==> config.mk <==
export PLATFORM = sky130hd
export DESIGN_NAME = sync_fifo_ctrl
export DESIGN_NICKNAME = d
export VERILOG_FILES = /design/src/rtl/sync_fifo_ctrl.sv
export SDC_FILE = /design/constraint.sdc
export NUM_CORES = 1
export LEC_CHECK = 0
export ABC_AREA = 1
export BUFFER_PORTS_ARGS = -buffer_cell sky130_fd_sc_hd__buf_2
export CAP_MARGIN = 20
export CORE_AREA = 2 2 150 152
export DETAILED_ROUTE_END_ITERATION = 8
export DIE_AREA = 0 0 152 154
export HOLD_SLACK_MARGIN = 0.12
export PLACE_DENSITY = 0.78
export SLEW_MARGIN = 10
export SYNTH_ARGS = -nofsm -noshare
export SYNTH_HDL_FRONTEND = slang
export SYNTH_SLANG_ARGS = --single-unit
==> constraint.sdc <==
create_clock -name clk -period 5.48 [get_ports clk]
set_input_delay 0.548 -clock clk [delete_from_list [all_inputs] [get_ports clk]]
set_output_delay 0.548 -clock clk [all_outputs]
set_load 0.005 [all_outputs]
==> src/rtl/sync_fifo_ctrl.sv <==
// Single-clock FIFO with occupancy count, almost-full/empty thresholds, sticky error flags and optional FWFT read.
// Latency: write-to-visible 1 cycle; FWFT=0 read data 1 cycle after rd, FWFT=1 head word shown combinationally.
// Backpressure: writes when full are dropped (overflow), reads when empty are dropped (underflow); en=0 freezes all state.
module sync_fifo_ctrl #(
  parameter int DATA_W   = 32,
  parameter int DEPTH    = 8,
  parameter int AF_LEVEL = DEPTH - 2,
  parameter int AE_LEVEL = 1,
  parameter bit FWFT     = 1'b0,
  parameter int ADDR_W   = $clog2(DEPTH)
) (
  input  logic              clk,
  input  logic              rst,
  input  logic              en,
  input  logic              wr,
  input  logic              rd,
  input  logic [DATA_W-1:0] din,
  input  logic              clr_err,
  output logic [DATA_W-1:0] dout,
  output logic              dout_valid,
  output logic              full,
  output logic              empty,
  output logic              almost_full,
  output logic              almost_empty,
  output logic [ADDR_W:0]   count,
  output logic              overflow,
  output logic              underflow
);

  localparam logic [ADDR_W:0]   DEPTH_C = (ADDR_W+1)'(DEPTH);
  localparam logic [ADDR_W:0]   AF_C    = (ADDR_W+1)'(AF_LEVEL);
  localparam logic [ADDR_W:0]   AE_C    = (ADDR_W+1)'(AE_LEVEL);
  localparam logic [ADDR_W-1:0] PTR_ONE = ADDR_W'(1);
  localparam logic [ADDR_W:0]   CNT_ONE = (ADDR_W+1)'(1);

  logic [DATA_W-1:0] mem [DEPTH];

  logic [ADDR_W-1:0] wr_ptr_q, wr_ptr_d;
  logic [ADDR_W-1:0] rd_ptr_q, rd_ptr_d;
  logic [ADDR_W:0]   count_q, count_d;
  logic              overflow_q, overflow_d;
  logic              underflow_q, underflow_d;

  logic rd_acc;
  logic wr_acc;
  logic ovf_set;
  logic udf_set;

  // Status flags are all derived from the registered count so they move together.
  assign full         = (count_q == DEPTH_C);
  assign empty        = (count_q == '0);
  assign almost_full  = (count_q >= AF_C);
  assign almost_empty = (count_q <= AE_C);
  assign count        = count_q;
  assign overflow     = overflow_q;
  assign underflow    = underflow_q;

  // Accept logic: a write into a full FIFO is fine if a read frees a slot on the same edge.
  always_comb begin
    rd_acc  = en & rd & ~empty;
    wr_acc  = en & wr & (~full | rd_acc);
    ovf_set = en & wr & full & ~rd_acc;
    udf_set = en & rd & empty;
  end

  // Next-state for pointers, occupancy and sticky error flags; a new error beats a clear.
  always_comb begin
    wr_ptr_d    = wr_ptr_q;
    rd_ptr_d    = rd_ptr_q;
    count_d     = count_q;
    overflow_d  = overflow_q;
    underflow_d = underflow_q;
    if (wr_acc) begin
      wr_ptr_d = wr_ptr_q + PTR_ONE;
    end
    if (rd_acc) begin
      rd_ptr_d = rd_ptr_q + PTR_ONE;
    end
    if (wr_acc && !rd_acc) begin
      count_d = count_q + CNT_ONE;
    end else if (rd_acc && !wr_acc) begin
      count_d = count_q - CNT_ONE;
    end
    if (en && clr_err) begin
      overflow_d  = 1'b0;
      underflow_d = 1'b0;
    end
    if (ovf_set) begin
      overflow_d = 1'b1;
    end
    if (udf_set) begin
      underflow_d = 1'b1;
    end
  end

  // Control state registers; everything holds while en is low.
  always_ff @(posedge clk or negedge rst) begin
    if (!rst) begin
      wr_ptr_q    <= '0;
      rd_ptr_q    <= '0;
      count_q     <= '0;
      overflow_q  <= 1'b0;
      underflow_q <= 1'b0;
    end else if (en) begin
      wr_ptr_q    <= wr_ptr_d;
      rd_ptr_q    <= rd_ptr_d;
      count_q     <= count_d;
      overflow_q  <= overflow_d;
      underflow_q <= underflow_d;
    end
  end

  // Storage array is not reset; stale contents are unreachable once the pointers clear.
  always_ff @(posedge clk) begin
    if (wr_acc) begin
      mem[wr_ptr_q] <= din;
    end
  end

  generate
    if (FWFT) begin : g_fwft
      // Head word is always presented; rd acts as the pop acknowledge.
      always_comb begin
        dout       = mem[rd_ptr_q];
        dout_valid = ~empty;
      end
    end else begin : g_std
      logic [DATA_W-1:0] dout_q, dout_d;
      logic              dout_valid_q, dout_valid_d;

      // Registered read port: capture the head word on an accepted read, pulse valid for one cycle.
      always_comb begin
        dout_d       = dout_q;
        dout_valid_d = rd_acc;
        if (rd_acc) begin
          dout_d = mem[rd_ptr_q];
        end
      end

      // Read data registers, frozen together with the rest of the state when en is low.
      always_ff @(posedge clk or negedge rst) begin
        if (!rst) begin
          dout_q       <= '0;
          dout_valid_q <= 1'b0;
        end else if (en) begin
          dout_q       <= dout_d;
          dout_valid_q <= dout_valid_d;
        end
      end

      assign dout       = dout_q;
      assign dout_valid = dout_valid_q;
    end
  endgenerate

endmodule

# Yosys cells after proc, flatten, opt, wreduce, memory -nomap -nowiden
# Memories as Yosys holds them, arrays and structs flattened. A register that Yosys moved wholly into a read port is not among the register bits.
# Index checks and enable logic that the tools add are counted.
[word_totals]
inputBits = 38
mem_bits_rw = 256
ff_bits = 13
memories = 1
out_inout_bits = 43
elab_cells = 47
[op_classes]
mux = 7
n_lt_le_gt_ge = 2
addsub = 4
reduce_logical = 15
n_eq_ne = 1
bitwise = 11
[mem_list]
columns = ["memory", "depth", "word_bits", "rd", "rd_clocked_by_memory_dff", "write_ports", "line", "source"]
rows = [
  ["mem", 8, 32, 1, 1, 1, "36", "logic [DATA_W-1:0] mem [DEPTH];"],
]
[op_table]
columns = ["cell", "n"]
rows = [
  ["AND reduction 2 bit", 5],
  ["2-to-1 mux 4 bit", 2],
  ["AND 1 bit", 7],
  ["adder 3 x 1 -> 3 bit, second input constant", 2],
  ["nonzero test 2 bit", 3],
  ["2-to-1 mux 1 bit", 5],
  ["adder 4 x 1 -> 4 bit, second input constant", 1],
  ["equality test 4 bit, second input constant", 1],
  [">= comparator 4 x 3 -> 1 bit, second input constant", 1],
  ["less-or-equal comparator 4 x 1 -> 1 bit, second input constant", 1],
  ["logical NOT 4 bit", 1],
  ["subtractor 4 x 1 -> 4 bit, second input constant", 1],
  ["logical AND 1 bit", 3],
  ["logical NOT 1 bit", 3],
  ["inverter 1 bit", 3],
  ["OR 1 bit", 1],
]

# Logic depth before layout (Yosys ltp)
[logic_depth]
word_depth = 9
ltp_mapped = 12
depth_no_buf = 12

# Worst setup path before layout
# No wires, ideal clock.
[synth_path]
path_type = "register to register"
startpoint = "reg count_q[0] (netlist: count[0])"
endpoint = "mem mem[0][0] (enable)"
t_required_ps = 5059
synth_period_minus_slack_ps = 3004
path_buffers = 0
path_slack_ps = 2476
arrival_time_ps = 2583
stages_incl_launch_ff = 8
setup_ps = 421
cell_sequence = "dfrtp_1 > inv_1 > ha_1 > inv_1 > nor3_4 > a21oi_2 > nand2_1 > nor2_1"
[synth_via]
word_cells_on_any_way = 9
classes_between = "eq/ne (1); mux (2); bitwise (5); reduce/logical (1)"
[synth_rtl]
columns = ["item", "line", "source"]
rows = [
  ["from (decl)", "40", "logic [ADDR_W:0] count_q, count_d;"],
  ["from (signal assigned)", "107", "count_q <= count_d;"],
  ["equality test 4 bit", "50", "assign full = (count_q == DEPTH_C);"],
  ["named net full", "21", "output logic full,"],
  ["inverter 1 bit", "61", "wr_acc = en & wr & (~full | rd_acc);"],
  ["OR 1 bit", "61", ""],
  ["AND 1 bit", "61", ""],
  ["2-to-1 mux 1 bit", "115", "if (wr_acc) begin"],
  ["2-to-1 mux 1 bit (not written as such)", "116", "mem[wr_ptr_q] <= din;"],
  ["to (decl)", "36", ""],
]
# The timed path passes the listed nets, and every way through them passes these cells.

# Final worst setup path
[layout_path]
startpoint = "reg count_q[1] (netlist: count[1])"
endpoint = "mem mem[1][10] (enable)"
[layout_via]
elab_chain_len = 7
word_cells_on_any_way = 9
classes_between = "eq/ne (1); mux (2); bitwise (5); reduce/logical (1)"
[layout_rtl]
columns = ["item", "line", "source"]
rows = [
  ["logical NOT 4 bit", "51", "assign empty = (count_q == '0);"],
  ["inverter 1 bit", "60", "rd_acc = en & rd & ~empty;"],
  ["AND 1 bit", "60", ""],
  ["OR 1 bit *", "61", ""],
  ["AND 1 bit *", "61", ""],
  ["2-to-1 mux 1 bit *", "115", ""],
  ["2-to-1 mux 1 bit (not written as such) *", "116", ""],
]
# Every way passes the cells marked *; elsewhere a longest branch is shown, timed or not.

==> summary.md <==
| Metric | Value |
|---|---|
| Tmin final | `3.062 ns` |
| Number of unique standard cell types used by synthesis | `30` |
| Cell type with the highest aggregate area in the netlist | `sky130_fd_sc_hd__edfxtp_1` |
| Fraction of synthesis flops using an asynchronous set or reset pin | `14.95%` |
| Layout area overhead | `12.29%` |
| Class of the tightest hold or removal check | `in2async` |
| Number of antenna violations at the first check in global routing | `0` |
| Element type at the critical path end | `flip-flop` |
| Max Fclk | `326.6 MHz` |
| Global router's overall resource usage | `23.36%` |
| Global-route wire length before repair | `43.19 mm` |
| Top-level I/O count | `81` |
| Number of global-route vias before repair | `8118` |
| Cell area after synthesis | `12940 um2` |
| Iteration-0 DRC count of the detailed router | `793` |
| Die W | `152 um` |
| Cell count after synthesis | `1210` |
| Total half-perimeter wirelength after legalization and detailed placement | `14.13 mm` |
| Standard-cell rows | `54` |
| Lkg Pwr | `6.492 nW` |
| Unrepaired setup endpoints after global routing | `no` |
| Prevailing post-synth register cell | `sky130_fd_sc_hd__edfxtp_1` |
| H-tree depth | `1` |
| Status | `completed` |
| Startpoint of the worst register-to-register path | `count[1]` |
| Final clock period utilization by the worst path | `55.88%` |
| Core Region | `21690 um2` |
| Max-cap check violation count | `0` |
| Synthesized flop and latch total | `301` |
| Postcts setup bufs | `0` |
| RD Place Congestion | `0.7612` |
| Total number of clock tree sinks | `301` |
| Starting density of the core | `59.69%` |
| Final-layout setup total negative slack | `0 ns` |
| WL final | `27.34 mm` |
| Overflow left after global routing | `0` |
| Final setup skew | `0.006955 ns` |
| Final hold violations | `0` |
| Total Nets Final | `1326` |
| Routed wire per std cell | `17.25 um` |
| Startpoint types | `flip-flop` |
| Worst reg2reg path depth | `8` |
| Pwr per Cell Area | `481.2 nW/um2` |
| Crit Reg-Reg Endpoint | `mem[1][10]` |
| Net count after synthesis | `1255` |
| Number of diodes | `0` |
| Commonest cells in the netlist | `410 x sky130_fd_sc_hd__nand2_1, 256 x sky130_fd_sc_hd__edfxtp_1, 207 x sky130_fd_sc_hd__inv_1, 163 x sky130_fd_sc_hd__nand3_1, 45 x sky130_fd_sc_hd__dfrtp_1` |
| Largest net degree at the start of global routing | `98` |
| Normalized max-slew margin | `28.57%` |
| Maximum net fanout on the critical path | `37` |
| Clock slew at reported path FFs | `0.06 ns` |
| Placed Cells | `1529` |
| Final cell count without fillers | `1585` |
| Most common cell in the synthesized netlist | `sky130_fd_sc_hd__nand2_1` |
| Share of post-route cells with drive strength above 1 | `14.87%` |
| Classification of the worst setup path | `reg2reg` |
| Iteration count of the initial detailed-routing pass | `6` |
| Min setup slack post-route | `2.418 ns` |
| Height of the die | `154 um` |
| Measured slew at the worst slew-check pin | `1.071 ns` |
| Post-synth top area share | `59.39%` |
| Finish-stage setup viols | `0` |
| Mean number of vias per cell | `5.300` |
| Yosys Warn Count | `0` |
| DRC violation count after routing | `0` |
| Post-Place Setup Slack | `2.469 ns` |
| Clock tree from TritonCTS | `done` |
| Die area | `23410 um2` |
| Clock buffers created by TritonCTS | `30` |
| CP arrival | `3.28 ns` |
| Post-Syn Area per Cell | `10.70 um2` |
| Data required time of the worst path | `5.70 ns` |
| Clock root cell | `sky130_fd_sc_hd__clkbuf_16` |
| Worst-case register-to-register setup slack | `2.42 ns` |
| Largest buffer count on any clock path | `3` |
| DR vias | `8401` |
| Worst-skew pair later-pin latency | `0.54 ns` |
| Final worst hold slack | `0.1489 ns` |
| Count of final max-slew check failures | `0` |
| Number of routed nets with antenna violations | `0` |
| Post-CTS Hold Buffers | `0` |
| Number of instances resized during post-cts repair | `0` |
| Largest vdd supply drop | `0.0003358 V` |
| Number of enable flip-flop cells after synthesis | `256` |
| Number of input and output port buffers inserted | `80` |
| Sequential fraction of the synthesis area | `68.08%` |
| Post-route core utilization | `67.02%` |
| Most area-consuming cells after synthesis | `sky130_fd_sc_hd__edfxtp_1 59%, sky130_fd_sc_hd__nand2_1 12%, sky130_fd_sc_hd__dfrtp_1 8.7%` |
worst max-delay path: stages, from the launching register on:
cell                      delay [ns]
sky130_fd_sc_hd__dfrtp_1        0.48
sky130_fd_sc_hd__inv_1          0.11
sky130_fd_sc_hd__ha_1           0.24
sky130_fd_sc_hd__nand2_4        0.13
sky130_fd_sc_hd__nand2_8        0.24
sky130_fd_sc_hd__nand2_4        0.20
sky130_fd_sc_hd__nand2_8        0.10
sky130_fd_sc_hd__nor3_4         0.79
sky130_fd_sc_hd__buf_4          0.43
where the power goes:
part	switching [W]	internal [W]
Clock	0.000816	0.00119
Combinational	0.00132	0.000638
Sequential	0.000254	0.00278
sequential cells by signal, indices dropped and copies added (netlist names):
signal and cells:
underflow 1, count 4, dout_valid 1, rd_ptr_q 3, overflow 1, dout 32, mem 256, wr_ptr_q 3
per-layer routing:
metal / wire, um / track usage (%) / vias to the layer above
li1: - / - / 4024
met1: 11240 / 32.41 / 3988
met2: 13580 / 39.27 / 337
met3: 1967 / 2.762 / 52
met4: 544 / 7.254 / 0
met5: 0 / 0 / -
kinds of logic (layout without fill, tap and decap cells):
logic type / after synthesis / after routing / synth area share (%)
AO/OA/AOI/OAI: 10 / 10 / 0.4736
XOR/XNOR: 6 / 6 / 0.4060
adder cells (fa/ha/maj): 7 / 7 / 0.6766
buffers and inverters: 265 / 360 / 8.612
flip-flops: 301 / 301 / 68.08
AND/OR/NAND/NOR: 621 / 621 / 21.75
per-stage QoR:
stage               instance area (um2)  total power [W]
floorplan                         12940         0.004411
global placement                  13550         0.004958
detailed placement                13550         0.005014
CTS                               14540         0.007030
global route                      14540         0.007378
finish                            14540         0.006995
how the worst max path moves through the flow:
stage                  start    endpoint  slack [ns]
floorplan           count[0]   mem[0][0]        2.48
global placement          en  mem[1][26]        2.56
detailed placement  count[1]  mem[1][10]        2.47
CTS                 count[1]  mem[1][25]        2.46
global route        count[1]  mem[1][10]        2.20
finish              count[1]  mem[1][10]        2.42
cell type report:
class                      count  area, um2
timing repair buffer          94      505.5
tap                          280      350.3
fill                        1580       7152
clock buffer                  49      923.4
clock inverter                 7      63.81
multi-input combinational    644       3072
inverter                     210      802.0
sequential                   301       8820
layout by cell type, fill, tap and decap left out, types with 3 or more instances in the layout:
| cell | count |
|---|---|
| sky130_fd_sc_hd__clkbuf_1 | 10 |
| sky130_fd_sc_hd__clkinv_2 | 6 |
| sky130_fd_sc_hd__nor3_4 | 5 |
| sky130_fd_sc_hd__o21ai_0 | 3 |
| sky130_fd_sc_hd__xor2_1 | 5 |
| sky130_fd_sc_hd__ha_1 | 7 |
| sky130_fd_sc_hd__nand2_1 | 410 |
| sky130_fd_sc_hd__clkbuf_8 | 8 |
| sky130_fd_sc_hd__inv_1 | 205 |
| sky130_fd_sc_hd__nor2_4 | 4 |
| sky130_fd_sc_hd__nand3_2 | 30 |
| sky130_fd_sc_hd__buf_4 | 14 |
| sky130_fd_sc_hd__nand3_1 | 163 |
| sky130_fd_sc_hd__buf_2 | 80 |
| sky130_fd_sc_hd__clkbuf_16 | 31 |
| sky130_fd_sc_hd__edfxtp_1 | 256 |
| sky130_fd_sc_hd__dfrtp_1 | 42 |
No activity file was read; power rests on OpenSTA's default activity.
